File: src/rtl/wide_alu_sequencer_pkg.sv
// Shared ALU encodings and sequencer state type for the multi-byte ALU sequencer.
package alu_defs;

  localparam logic [1:0] OP_ADD = 2'b00;
  localparam logic [1:0] OP_AND = 2'b01;
  localparam logic [1:0] OP_OR  = 2'b10;
  localparam logic [1:0] OP_INV = 2'b11;

  localparam int CZN_C = 0;
  localparam int CZN_Z = 1;
  localparam int CZN_N = 2;

  typedef enum logic [1:0] {
    ST_IDLE = 2'b00,
    ST_RUN  = 2'b01,
    ST_DONE = 2'b10
  } seq_state_t;

endpackage

File: src/rtl/wide_alu_sequencer.sv
// Runs an NBYTES-wide ADD/AND/OR through a shared 8-bit ALU, one byte per cycle, LSB first.
// Latency NBYTES+1 cycles start-to-done; start is ignored (not queued) while busy.
module wide_alu_sequencer
  import alu_defs::*;
#(
  parameter int NBYTES = 2
) (
  input  logic                clk,
  input  logic                rst,
  input  logic                start,
  input  logic [1:0]          op,
  input  logic                cin,
  input  logic [8*NBYTES-1:0] opa,
  input  logic [8*NBYTES-1:0] opb,
  output logic                busy,
  output logic                done,
  output logic [8*NBYTES-1:0] res,
  output logic                c_out,
  output logic                z_out,
  output logic                n_out,
  output logic [7:0]          alu_a,
  output logic [7:0]          alu_b,
  output logic [1:0]          alu_op,
  output logic                alu_c,
  input  logic [7:0]          alu_result,
  input  logic [2:0]          alu_czn
);

  localparam int W  = 8 * NBYTES;
  localparam int IW = (NBYTES > 1) ? $clog2(NBYTES) : 1;
  localparam logic [IW-1:0] LAST = IW'(NBYTES - 1);

  seq_state_t     state, state_nxt;
  logic [W-1:0]   a_q, b_q;
  logic [1:0]     op_q;
  logic [IW-1:0]  idx;
  logic           carry_q;
  logic           zacc_q;
  logic           carry_nxt;
  logic           byte_zero;
  logic           accept;
  logic [IW+2:0]  bit_base;

  // Only the carry flag matters; Z/N are rebuilt across the whole word here.
  logic unused_czn;
  assign unused_czn = ^alu_czn[2:1];

  assign bit_base  = {idx, 3'b000};
  assign byte_zero = (alu_result == 8'd0);
  assign carry_nxt = (op_q == OP_ADD) ? alu_czn[CZN_C] : 1'b0;
  assign accept    = (state == ST_IDLE) && start;

  always_ff @(posedge clk or posedge rst) begin
    if (rst) state <= ST_IDLE;
    else     state <= state_nxt;
  end

  always_comb begin
    state_nxt = state;
    busy      = 1'b0;
    done      = 1'b0;
    alu_a     = 8'd0;
    alu_b     = 8'd0;
    alu_op    = OP_ADD;
    alu_c     = 1'b0;
    case (state)
      ST_IDLE: begin
        if (start) state_nxt = (op == OP_INV) ? ST_DONE : ST_RUN;
      end
      ST_RUN: begin
        busy   = 1'b1;
        alu_a  = a_q[bit_base +: 8];
        alu_b  = b_q[bit_base +: 8];
        alu_op = op_q;
        alu_c  = carry_q;
        if (idx == LAST) state_nxt = ST_DONE;
      end
      ST_DONE: begin
        busy      = 1'b1;
        done      = 1'b1;
        state_nxt = ST_IDLE;
      end
      default: state_nxt = ST_IDLE;
    endcase
  end

  always_ff @(posedge clk or posedge rst) begin
    if (rst) begin
      a_q     <= '0;
      b_q     <= '0;
      op_q    <= OP_ADD;
      idx     <= '0;
      carry_q <= 1'b0;
      zacc_q  <= 1'b0;
      res     <= '0;
      c_out   <= 1'b0;
      z_out   <= 1'b0;
      n_out   <= 1'b0;
    end else if (accept) begin
      res <= '0;
      if (op == OP_INV) begin
        c_out <= 1'b0;
        z_out <= 1'b1;
        n_out <= 1'b0;
      end else begin
        a_q     <= opa;
        b_q     <= opb;
        op_q    <= op;
        idx     <= '0;
        carry_q <= (op == OP_ADD) ? cin : 1'b0;
        zacc_q  <= 1'b1;
      end
    end else if (state == ST_RUN) begin
      res[bit_base +: 8] <= alu_result;
      zacc_q             <= zacc_q & byte_zero;
      carry_q            <= carry_nxt;
      if (idx == LAST) begin
        c_out <= carry_nxt;
        z_out <= zacc_q & byte_zero;
        n_out <= alu_result[7];
      end else begin
        idx <= idx + IW'(1);
      end
    end
  end

endmodule

File: config.mk
export PLATFORM = sky130hd
export DESIGN_NAME = wide_alu_sequencer
export DESIGN_NICKNAME = d
export VERILOG_FILES = /design/src/rtl/wide_alu_sequencer_pkg.sv /design/src/rtl/wide_alu_sequencer.sv
export SDC_FILE = /design/constraint.sdc
export NUM_CORES = 1
export LEC_CHECK = 0
export ABC_AREA = 1
export CORE_UTILIZATION = 35
export CTS_CLUSTER_DIAMETER = 50
export DETAILED_ROUTE_END_ITERATION = 16
export PLACE_DENSITY = 0.61
export RECOVER_POWER = 25
export SLEW_MARGIN = 5
export SYNTH_ARGS = -nofsm -noshare
export SYNTH_HDL_FRONTEND = slang
export SYNTH_SLANG_ARGS = --single-unit
File: constraint.sdc
create_clock -name clk -period 2.15 [get_ports clk]
set_input_delay 0.5375 -clock clk [delete_from_list [all_inputs] [get_ports clk]]
set_output_delay 0.5375 -clock clk [all_outputs]
set_load 0.03 [all_outputs]
# After elaboration in Yosys (flattened, before gate mapping)
# Index checks and enable logic that the tools add are counted.
dict set report totals {
  ff_bits 58
  input_bits 49
}
dict set report op_classes {
  bitwise 2
  n_reduce_logical 12
  eq_ne 7
  addsub 2
  n_mux 36
  shift 4
}
# operator count
set op_table {}
lappend op_table {{16-bit two-way mux} 2}
lappend op_table {{16-bit by 5-bit variable part select with 8-bit output} 2}
lappend op_table {{1-bit two-way mux} 26}
lappend op_table {{16-bit bitwise mux} 1}
lappend op_table {{8-bit two-way mux} 2}
lappend op_table {{8-bit by 6-bit variable shift with 16-bit output, first input constant} 1}
lappend op_table {{8-bit by 6-bit variable part select with 16-bit output} 1}
lappend op_table {{8-bit zero test} 1}
lappend op_table {{2-bit two-way mux} 4}
lappend op_table {{2-bit zero test} 3}
lappend op_table {{2-bit != test, second input constant} 3}
lappend op_table {{4-bit negation with 6-bit output} 1}
lappend op_table {{2-bit AND reduction} 3}
lappend op_table {{2-bit == test, second input constant} 2}
lappend op_table {{2-bit one-hot mux with 2 select lines} 1}
lappend op_table {{2-bit nonzero test} 2}
lappend op_table {{3-bit AND reduction} 1}
lappend op_table {{2-bit by 1-bit == test with 1-bit output, second input constant} 1}
lappend op_table {{2-bit by 1-bit != test with 1-bit output, second input constant} 1}
lappend op_table {{2-bit OR reduction} 1}
lappend op_table {{1-bit adder, second input constant} 1}
lappend op_table {{1-bit bitwise AND} 1}
lappend op_table {{1-bit logical AND} 1}
lappend op_table {{1-bit inverter} 1}

# Depth between registers and ports, before layout
# Gate-level depths: netlist of run 1.
dict set report logic_depth {
  word_depth 5
  depth_mapped 10
}

# Least setup slack after synthesis of run 1
# OpenSTA, ideal clock, no wires.
dict set report synth_path {
  path_kind {reg2out}
  startpoint {register state[1]}
  endpoint {output port alu_b[5]}
  arrival_time_ns 1.645
  n_path_buf 2
  slack_ns -0.033
  required_time_ns 1.612
  path_stages_with_launch 7
  path_cell_list {dfrtp_1 -> inv_1 -> ha_1 -> buf_4 -> nand2_4 -> buf_2 -> o21ai_0}
}
dict set report synth_via {
  elab_chain_cells 2
}
# item line
set synth_rtl {}
lappend synth_rtl {{from (decl)} wide_alu_sequencer.sv:33} ;# seq_state_t state, state_nxt;
lappend synth_rtl {{from (signal assigned)} wide_alu_sequencer.sv:55} ;# else state <= state_nxt;
lappend synth_rtl {{2-bit by 1-bit == test with 1-bit output} wide_alu_sequencer.sv:66} ;# case (state)
lappend synth_rtl {{8-bit two-way mux} wide_alu_sequencer.sv:66}
lappend synth_rtl {{to (decl)} wide_alu_sequencer.sv:22} ;# output logic [7:0] alu_b,
# Every way passes these cells.

# Worst setup path in the final report of run 1
dict set report layout_path {
  startpoint {register state[1]}
  endpoint {output port alu_b[0]}
}
# The elaborated chain is that of the path after synthesis.

==> out/results.md, run 1 <==
* **Worst Max-Slew Pin Slew** 1.27 ns
* **proportion of power drawn by flip-flops and latches** 34.6%
* **largest net degree at the start of global routing** 59
* **R2R setup slack** 0.51 ns
* **number of hold-repair buffers added at the cts stage** 0
* **met3 WL post-DR** 338 um
* **cell area after placement** 0.00356 mm^2
* **I/O Pins** 89
* **sum of internal, switching and leakage power** 5.34 mW
* **clock-pin slew on the worst setup and hold paths** 0.06 ns
* **effective utilization at floorplan** 36.2%
* **number of buffers created by CTS** 9
* **Post-Place Worst Slack** 0.0972 ns
* **first-pass GRT wire length** 10300 um
* **share of Yosys cell area claimed by the top area cell type** 55.2%
* **crit path DAT** 1.56 ns
* **post-DP HPWL** 4390 um
* **Cells on Worst Hold Path** 2
* **Switch Pwr** 2.30 mW
* **Net count, final** 454
* **sequential cell area** 0.00145 mm^2
* **nature of the critical path endpoint** output port
* **Cell Int Power** 3.05 mW
* **hold crit path type** reg2reg
* **1st-pass router iterations** 4
* **vias in the first global route** 2216
* **worst clock skew** 0.00531 ns
* **CP required** 1.61 ns
* **setup ws final** 0.0527 ns
* **mean post-synth cell area** 8.56 um^2
* **synthesis-stage register bit count** 58
* **overflow left after global routing** 0
* **number of sinks on the clock net** 58
* **library cell used as clock root buffer** sky130_fd_sc_hd__clkbuf_8
* **Lkg Pwr** 1.84 nW
* **Reg2Reg Capture Point** a_q[13]
* **Crit Path Class** reg2out
* **number of antenna violations at the first check in global routing** 0
* **count of routing violations after the opening detailed-route iteration** 80
* **synthesized cell area** 0.00263 mm^2
* **number of buffers inserted by port buffering** 86
* **Seq/Total Area, Yosys** 55.2%
* **outcome** finished clean
* **Die Width** 88.6 um
* **Relative slew margins** 15.0%
* **synthesized netlist net count** 360
* **hold path start** b_q[3]
* **number of remaining DRC errors** 0
* **setup repair after global routing missed its margin** yes
* **Mapped Cells** 307
* **startpoint of the lowest-slack register-to-register path** state[0]
* **number of cell rows** 31
* **final worst-path cycle share** 97.5%
* **number of pins exceeding their max-slew limit in the final report** 0
* **floorplan core area** 0.00725 mm^2
* **post-route cell area** 0.00375 mm^2
* **die height** 88.6 um
* **minimum clock period after layout** 2.10 ns
* **total vias in the final route** 2286
* **Area contributors post-synth** sky130_fd_sc_hd__dfrtp_1 (55%), sky130_fd_sc_hd__nand2_1 (14%), sky130_fd_sc_hd__o21ai_0 (7.4%)
* **# H-tree levels** 3
* **worst-skew pair later-pin latency** 0.32 ns
* **total of endpoints with negative setup slack in the final report** 0
* **Final Hold Violating Endpoints** 0
* **All-Layer GR Usage** 17.3%
* **pwr dens** 1430 mW/mm^2
* **max-cap check violation count** 0
* **Worst Reg-to-Reg Cells** 9
* **Total Die Area** 0.00786 mm^2
* **layout cells sized above 1** 13.6%
* **share of the core filled with cells in the final layout** 51.6%
* **worst-case hold path end point** b_q[3]
* **CP Launch Type** flip-flop
* **Filler Cell Count** 725
* **Multi-input gate area** 941 um^2
* **Area growth syn-to-layout** 42.6%
* **Final Routed Wirelength** 6150 um
* **VDD IR-drop max** 0.000486 V
* **synth unique cells** 20
* **Max Clk Rate** 477 MHz
* **Synth Warn #** 0
* **switching share of total power** 43.0%
* **Routed met1 length** 2820 um
* **area leader, netlist** sky130_fd_sc_hd__dfrtp_1
* **combinational group share of total power** 50.2%
* **wire length per cell** 12.2 um
* **TritonCTS clock tree** built
* **clock buffer depth** 2
* **wire length on met2** 2900 um
* **clock group share of total power** 15.2%
* **max layer used** met4
* **routability cong.** 0.776
* **detailed-route vias per instance** 4.54
* **Diodes inserted** 0
* **post-detailed-route count of antenna-violating nets** 0
* **maximum fanout encountered on the critical timing path** 13
==> layout make-up <==
| cell class | count | share of cell area [%] |
|---|---|---|
| well taps | 99 | 3.31 |
| repair buffers | 96 | 24.2 |
| inverters | 43 | 4.54 |
| clock inverters | 3 | 0.468 |
| multi-input cells | 193 | 25.1 |
| clock buffers | 12 | 3.61 |
| flip-flops and latches | 58 | 38.7 |
==> flip-flops by register name (all words and copies together), names as in the netlist <==
signal,cells
a_q,16
b_q,16
c_out,1
carry_q,1
idx,1
n_out,1
op_q,2
res,16
state,2
z_out,1
zacc_q,1
==> power groups by stage <==
| stage | registers (mW) | clock network [mW] | logic [mW] |
|---|---|---|---|
| after floorplan | 2.15 | 0 | 1.41 |
| after global placement | 1.84 | 0 | 2.64 |
| after detailed placement | 1.86 | 0 | 2.67 |
| after CTS | 1.85 | 0.835 | 2.70 |
| after global routing | 1.92 | 0.883 | 2.97 |
| final | 1.85 | 0.812 | 2.68 |
==> routing by layer <==
metal / GRT usage, % / vias to the layer above
li1: - / 1149
met1: 23.6 / 1066
met2: 26.8 / 66
met3: 3.17 / 5
met4: 8.36 / 0
met5: 0 / -
==> timing repair <==
item | in CTS | in global routing
pin swaps | 0 | 0
setup endpoints to repair | 21 | 11
gates resized for setup | 9 | 4
buffers inserted | 1 | 1
==> worst max-delay path: stages (launching register included) <==
cell	delay, ns
sky130_fd_sc_hd__dfrtp_1	0.39
sky130_fd_sc_hd__inv_2	0.10
sky130_fd_sc_hd__ha_4	0.20
sky130_fd_sc_hd__nand2_8	0.10
sky130_fd_sc_hd__clkinvlp_4	0.16
sky130_fd_sc_hd__nand2_1	0.06
sky130_fd_sc_hd__nand2_1	0.07
sky130_fd_sc_hd__buf_4	0.16
==> worst max-delay path by stage <==
stage,startpoint,endpoint,slack (ns),cells past startpoint
floorplan,state[1],alu_b[5],-0.03,6
global placement,state[1],alu_b[3],0.11,7
detailed placement,state[1],alu_b[4],0.1,7
CTS,state[1],alu_b[4],0.02,7
global route,state[1],alu_b[0],-0.05,7
finish,state[1],alu_b[0],0.05,7
==> through the flow <==
step                TNS, ns  hold slack [ns]  instances
detailed placement        0            0.465        487
finish                    0            0.479        504
global route         -0.209            0.503        504
floorplan           -0.0653            0.449        307
CTS                       0            0.483        503
global placement          0            0.463        487
==> cells by family after synthesis <==
logic type	Yosys count	synth area share [%]
compound gates	55	11.7
fa+ha+maj	4	1.90
buf+inv	56	9.76
flops	58	55.2
simple gates	134	21.4
==> synth_stat cells, drive strengths merged <==
cell type and number:
o22ai 8, a21oi 3, dfrtp 58, nor2 6, o21ai 44, nand3b 1
ha 4, buf 13, nand2 106, nand4 1, nand3 20, inv 43
==> cell usage in the layout (no fill, tap or decap), types with 2 or more instances in the layout <==
cell | netlist | layout
sky130_fd_sc_hd__o22ai_1 | 8 | 8
sky130_fd_sc_hd__nand2_4 | 3 | 2
sky130_fd_sc_hd__nand2_2 | 2 | 2
sky130_fd_sc_hd__a21oi_4 | 2 | 2
sky130_fd_sc_hd__nand3_1 | 20 | 20
sky130_fd_sc_hd__o21ai_1 | 5 | 6
sky130_fd_sc_hd__inv_4 | 1 | 2
sky130_fd_sc_hd__ha_1 | 4 | 3
sky130_fd_sc_hd__nand2_1 | 101 | 101
sky130_fd_sc_hd__dlygate4sd2_1 | 0 | 2
sky130_fd_sc_hd__clkinvlp_4 | 0 | 2
sky130_fd_sc_hd__buf_4 | 6 | 24
sky130_fd_sc_hd__dfrtp_1 | 58 | 58
sky130_fd_sc_hd__nor2_1 | 6 | 6
sky130_fd_sc_hd__buf_6 | 2 | 3
sky130_fd_sc_hd__clkbuf_8 | 0 | 9
sky130_fd_sc_hd__inv_1 | 41 | 37
sky130_fd_sc_hd__o21ai_0 | 39 | 38
sky130_fd_sc_hd__clkdlybuf4s50_1 | 0 | 64
sky130_fd_sc_hd__clkinv_2 | 0 | 2
sky130_fd_sc_hd__clkbuf_1 | 0 | 3
sky130_fd_sc_hd__inv_2 | 1 | 3
No activity file was read; power rests on OpenSTA's default activity.
==> inputs of run 2 (changes only) <==
Settings changed: CAP_MARGIN set to 20.
==> results of run 2 <==
No change in the layout: final DEF, timing and power equal those of run 1.
